[config.mk]
export PLATFORM = sky130hd
export DESIGN_NAME = transaction_control
export DESIGN_NICKNAME = d
export VERILOG_FILES = /design/src/rtl/transaction_control.sv
export SDC_FILE = /design/constraint.sdc
export NUM_CORES = 1
export LEC_CHECK = 0
export CAP_MARGIN = 40
export CORE_AREA = 8 8 93 95
export CTS_CLUSTER_DIAMETER = 150
export DETAILED_ROUTE_END_ITERATION = 10
export DIE_AREA = 0 0 101 103
export DONT_BUFFER_PORTS = 1
export HOLD_SLACK_MARGIN = 0.05
export PLACE_DENSITY = 0.57
export SYNTH_ARGS = -nofsm -noshare
export SYNTH_HDL_FRONTEND = slang
export SYNTH_SLANG_ARGS = --single-unit
[constraint.sdc]
create_clock -name clock -period 7.1 [get_ports clock]
set_clock_uncertainty 0.2 [all_clocks]
set_input_delay 1.42 -clock clock [delete_from_list [all_inputs] [get_ports clock]]
set_output_delay 1.42 -clock clock [all_outputs]
set_load 0.02 [all_outputs]
[src/rtl/transaction_control.sv]
// Responder side of the main controller's transaction handshake.
// Reads the sender key and both balances from the shared balance memory,
// validates key and amount, writes the new balances back, launches the
// result animation and holds finished_transaction until start drops.
module transaction_control #(
    parameter int DATA_W       = 8,
    parameter int ADDR_W       = 2,
    parameter int ANIM_TIMEOUT = 1023
) (
    input  logic              clock,
    input  logic              reset,
    input  logic              start_transaction,
    input  logic              sender,
    input  logic [DATA_W-1:0] amount,
    input  logic [DATA_W-1:0] key,
    input  logic [DATA_W-1:0] mem_rdata,
    input  logic              anim_done,
    output logic [ADDR_W-1:0] mem_addr,
    output logic [DATA_W-1:0] mem_wdata,
    output logic              mem_we,
    output logic              anim_start,
    output logic [1:0]        status,
    output logic              finished_transaction
);

    localparam int CNT_W = (ANIM_TIMEOUT > 1) ? $clog2(ANIM_TIMEOUT) : 1;
    localparam logic [CNT_W-1:0] CNT_LAST = CNT_W'(ANIM_TIMEOUT - 1);

    localparam logic [3:0] S_IDLE    = 4'd0;
    localparam logic [3:0] S_RD_KEY  = 4'd1;
    localparam logic [3:0] S_RD_SBAL = 4'd2;
    localparam logic [3:0] S_RD_RBAL = 4'd3;
    localparam logic [3:0] S_CHECK   = 4'd4;
    localparam logic [3:0] S_WR_S    = 4'd5;
    localparam logic [3:0] S_WR_R    = 4'd6;
    localparam logic [3:0] S_ANIM    = 4'd7;
    localparam logic [3:0] S_DONE    = 4'd8;

    logic [3:0]        state;
    logic [3:0]        state_nxt;
    logic              sender_q;
    logic [DATA_W-1:0] amount_q;
    logic [DATA_W-1:0] key_q;
    logic [DATA_W-1:0] stored_key;
    logic [DATA_W-1:0] s_bal;
    logic [DATA_W-1:0] r_bal;
    logic [1:0]        status_q;
    logic [1:0]        status_chk;
    logic [CNT_W-1:0]  anim_cnt;

    // Validation priority: bad key, then insufficient funds, then receiver
    // overflow (detected on the carry of a DATA_W+1 bit sum).
    function automatic logic [1:0] check_status(
        input logic [DATA_W-1:0] k,
        input logic [DATA_W-1:0] sk,
        input logic [DATA_W-1:0] amt,
        input logic [DATA_W-1:0] sb,
        input logic [DATA_W-1:0] rb
    );
        logic [DATA_W:0] sum;
        logic [1:0]      res;
        sum = {1'b0, rb} + {1'b0, amt};
        if (k != sk)
            res = 2'b01;
        else if (amt > sb)
            res = 2'b10;
        else if (sum[DATA_W])
            res = 2'b11;
        else
            res = 2'b00;
        return res;
    endfunction

    // In CHECK the receiver balance is still on mem_rdata, so it feeds the check directly.
    assign status_chk = check_status(key_q, stored_key, amount_q, s_bal, mem_rdata);
    assign status     = status_q;

    // Next-state sequencing of the handshake.
    always_comb begin
        state_nxt = state;
        case (state)
            S_IDLE:    if (start_transaction) state_nxt = S_RD_KEY;
            S_RD_KEY:  state_nxt = S_RD_SBAL;
            S_RD_SBAL: state_nxt = S_RD_RBAL;
            S_RD_RBAL: state_nxt = S_CHECK;
            S_CHECK:   state_nxt = (status_chk == 2'b00) ? S_WR_S : S_ANIM;
            S_WR_S:    state_nxt = S_WR_R;
            S_WR_R:    state_nxt = S_ANIM;
            S_ANIM:    if (anim_done || (anim_cnt == CNT_LAST)) state_nxt = S_DONE;
            S_DONE:    if (!start_transaction) state_nxt = S_IDLE;
            default:   state_nxt = S_IDLE;
        endcase
    end

    // State register and animation timeout counter (zero whenever outside ANIM).
    always_ff @(posedge clock) begin
        if (reset) begin
            state    <= S_IDLE;
            anim_cnt <= '0;
        end else begin
            state    <= state_nxt;
            anim_cnt <= (state == S_ANIM) ? anim_cnt + 1'b1 : '0;
        end
    end

    // Capture request fields in IDLE and memory read data as it arrives.
    always_ff @(posedge clock) begin
        if (reset) begin
            sender_q   <= 1'b0;
            amount_q   <= '0;
            key_q      <= '0;
            stored_key <= '0;
            s_bal      <= '0;
            r_bal      <= '0;
            status_q   <= 2'b00;
        end else begin
            case (state)
                S_IDLE: begin
                    if (start_transaction) begin
                        sender_q <= sender;
                        amount_q <= amount;
                        key_q    <= key;
                    end
                end
                S_RD_SBAL: stored_key <= mem_rdata;
                S_RD_RBAL: s_bal      <= mem_rdata;
                S_CHECK: begin
                    r_bal    <= mem_rdata;
                    status_q <= status_chk;
                end
                default: ;
            endcase
        end
    end

    // Moore output decode from state and captured registers.
    always_comb begin
        mem_addr             = '0;
        mem_wdata            = '0;
        mem_we               = 1'b0;
        anim_start           = 1'b0;
        finished_transaction = 1'b0;
        case (state)
            S_RD_KEY:  mem_addr = ADDR_W'(2) + ADDR_W'(sender_q);
            S_RD_SBAL: mem_addr = ADDR_W'(sender_q);
            S_RD_RBAL: mem_addr = ADDR_W'(!sender_q);
            S_WR_S: begin
                mem_we    = 1'b1;
                mem_addr  = ADDR_W'(sender_q);
                mem_wdata = s_bal - amount_q;
            end
            S_WR_R: begin
                mem_we    = 1'b1;
                mem_addr  = ADDR_W'(!sender_q);
                mem_wdata = r_bal + amount_q;
            end
            S_ANIM:    anim_start = (anim_cnt == '0);
            S_DONE:    finished_transaction = 1'b1;
            default: ;
        endcase
    end

endmodule

==> results.sh <==
export IMPL_fp_coreArea_mm2=0.007137
export IMPL_hold_violations=0
export IMPL_path_clk_slew_ns=0.06
export IMPL_cp_arrival_ns=2.69
export IMPL_synth_area_leaders="dfxtp_1, nand2_1, ha_1"
export IMPL_cp_end_kind="primary output"
export IMPL_first_global_vias=2626
export IMPL_syn_inst=411
export IMPL_setup_viol=0
export IMPL_worstPathRequired_ns=5.48
export IMPL_ys_ff_latch=57
export IMPL_yosys_warnings=0
export IMPL_crit_chain="ha_1, inv_1, fa_1, nor2b_1, o21ai_0, a21oi_1, o21a_1, nor3_1, o31ai_1"
export IMPL_ioPinCount=44
export IMPL_slew_violations=0
export IMPL_max_vdd_ir_drop_uv=197.9
export IMPL_critPathKind="reg2out"
export IMPL_ctsHoldBuffers=0
export IMPL_fin_crit_ns=4.310
export IMPL_synthArstFlopShare=0
export IMPL_avgSynthCellArea_um2=7.699
export IMPL_nets=463
export IMPL_rsz0062_at_grt="false"
export IMPL_tightest_slew_ns=0.7356
export IMPL_vias_per_cell=5.200
export IMPL_outcome="complete, no violations"
export IMPL_initial_core_util=0.4434
export IMPL_gp_congestion=0.8426
export IMPL_netlist_area_mm2=0.003164
export IMPL_cp_start_kind="flip-flop"
export IMPL_synthFlopType="dfxtp_1"
export IMPL_rows=31
export IMPL_cp_slowest_stage_delay_ns=0.63
export IMPL_cts_resized=0
export IMPL_drtAntennaViolNets=0
export IMPL_n_fill_cell=763
export IMPL_clockRootBuffer="clkbuf_8"
export IMPL_yosys_area_top_type_share=0.3606
export IMPL_yosys_area_top_type="dfxtp_1"
export IMPL_fin_area_mm2=0.003443
export IMPL_area_growth_pct=8.818
export IMPL_die_w_um=101
export IMPL_drive_above_1_share=0.05097
export IMPL_power_mw=1.163
export IMPL_cts_buffers=9
export IMPL_relSlewSlack=0.5044
export IMPL_dr_pass1_iters=4
export IMPL_vias=2657
export IMPL_portBuffers=0
export IMPL_grt_max_degree=49
export IMPL_grt_pass1_wl_um=13030
export IMPL_wl_um=7838
export IMPL_fin_crit_sh=0.6070
export IMPL_drtIter0Drc=129
export IMPL_slowest_stage="o31ai_1"
export IMPL_maxCapViolCount=0
export IMPL_htree_levels=3
export IMPL_synth_cell_types=42
export IMPL_antenna_found_initial=0
export IMPL_seq_area_frac_synth=0.3606
export IMPL_worstHoldPathType="reg2reg"
export IMPL_cts_sinks=57
export IMPL_fmax_mhz=232.0
export IMPL_dp_hpwl_um=5967
export IMPL_dpl_cell_count=495
export IMPL_syn_nets=467
export IMPL_drc_errors=0
export IMPL_antenna_cells=0
export IMPL_cts_path_max_buffers=2
export IMPL_placed_area_mm2=0.003223
export IMPL_dieArea_mm2=0.01040
export IMPL_setup_tns_ns=0
export IMPL_overflow=0
export IMPL_die_y_um=103
export IMPL_wl_per_cell_um=15.34
export IMPL_synth_edff_count=0
export IMPL_cts_tree="done"
export IMPL_clkLatencyLatePin_ns=0.34
export IMPL_leakage_nw=1.298
export IMPL_hold_slack_ns=0.2548
export IMPL_power_density_mw_per_mm2=337.8
export IMPL_grt_use_total=0.1614
export IMPL_finalNonFillerCells=511
export IMPL_post_cts_setup_buffer_count=0
export IMPL_cp_max_fo=4
==> final timing paths <==
path | slack (ns) | endpoint | from | cells after the start
worst min register to register | 0.25 | s_bal[0] | s_bal[0] | 2
worst max-delay path | 2.79 | mem_wdata[6] | amount_q[0] | 9
worst min-delay path | 0.25 | s_bal[0] | s_bal[0] | 2
worst max register to register | 4.56 | state[1] | amount_q[0] | 8
==> routing by layer <==
metal	GRT usage	share of wire	vias to the layer above
met5	0	0	-
met4	0.06415	0.016	0
met3	0.04659	0.049	13
met2	0.2547	0.47	49
met1	0.2025	0.47	1219
li1	-	-	1376
==> power breakdown <==
part | leakage, nW | switching, mW | total, mW | internal, mW
sequential | 0.463 | 0.0580 | 0.427 | 0.369
clock | 0.113 | 0.131 | 0.337 | 0.207
combinational | 0.723 | 0.237 | 0.399 | 0.162
==> placed cells by master (no fill, tap or decap), drive strengths merged <==
cell type    n
o211ai       1
nor4         3
bufinv       2
nor3         2
nor2        21
or3          2
o21a         2
a21oi       58
dfxtp       57
fa           2
clkbuf      11
a221oi       1
a31oi        2
o22ai        4
nand3b       1
a32oi        1
ha          25
nand2      100
a221o        1
or4          2
a211o        1
o32ai        1
nand2b       8
nand4        2
a211oi       5
and3         4
inv         21
nor2b        2
xnor2       11
o21ai       18
and2b        1
clkinv       3
and2         4
or2          2
xor2        16
o31ai        2
nand3       11
or4b         1
a21o         1
==> critical path, delay by kind of cell, from the launching register on <==
kind | cells | cell delay (ns)
compound gates | 4 | 1.09
fa+ha+maj | 2 | 0.62
flops | 1 | 0.39
simple gates | 2 | 0.18
buf+inv | 1 | 0.07
==> synth_stat cells (4+ instances only) <==
| cell type | instances |
|---|---|
| nand2_1 | 100 |
| a21oi_1 | 57 |
| dfxtp_1 | 57 |
| ha_1 | 25 |
| inv_1 | 21 |
| nor2_1 | 21 |
| o21ai_0 | 17 |
| xor2_1 | 16 |
| xnor2_1 | 11 |
| nand3_1 | 10 |
| clkbuf_1 | 8 |
| nand2b_1 | 8 |
| buf_2 | 7 |
| a211oi_1 | 5 |
| and2_1 | 4 |
| and3_1 | 4 |
| o22ai_1 | 4 |
==> flip-flops by register name, summed over array words and instances, names as in the netlist <==
register and count:
amount_q 8, anim_cnt 10, key_q 8, r_bal 8, s_bal 8, sender_q 1, state 4, status 2
stored_key 8
==> kinds of logic after synthesis <==
logic type | Yosys count | share of synthesized area
xor+xnor | 27 | 0.07473
compound gates | 98 | 0.1736
fa+ha+maj | 27 | 0.1115
buf+inv | 36 | 0.04547
flops | 57 | 0.3606
simple gates | 166 | 0.2341
==> cell type report <==
cell class | count | area (µm²) | area share
inverters | 21 | 78.83 | 0.02289
well taps | 99 | 123.9 | 0.03597
clock buffers | 11 | 141.4 | 0.04106
multi-input cells | 318 | 1879 | 0.5458
flip-flops and latches | 57 | 1141 | 0.3314
clock inverters | 5 | 78.83 | 0.02289
==> per-stage QoR <==
| step | worst slack, ns | utilization |
|---|---|---|
| 2_1_floorplan | 3.397 | - |
| 3_3_place_gp | 3.227 | 0.4516 |
| 3_5_place_dp | 3.150 | 0.4516 |
| 4_1_cts | 2.783 | 0.4825 |
| 5_1_grt | 2.606 | 0.4825 |
| 6_report | 2.790 | 0.4825 |
Power figures use the tool's default switching activity.
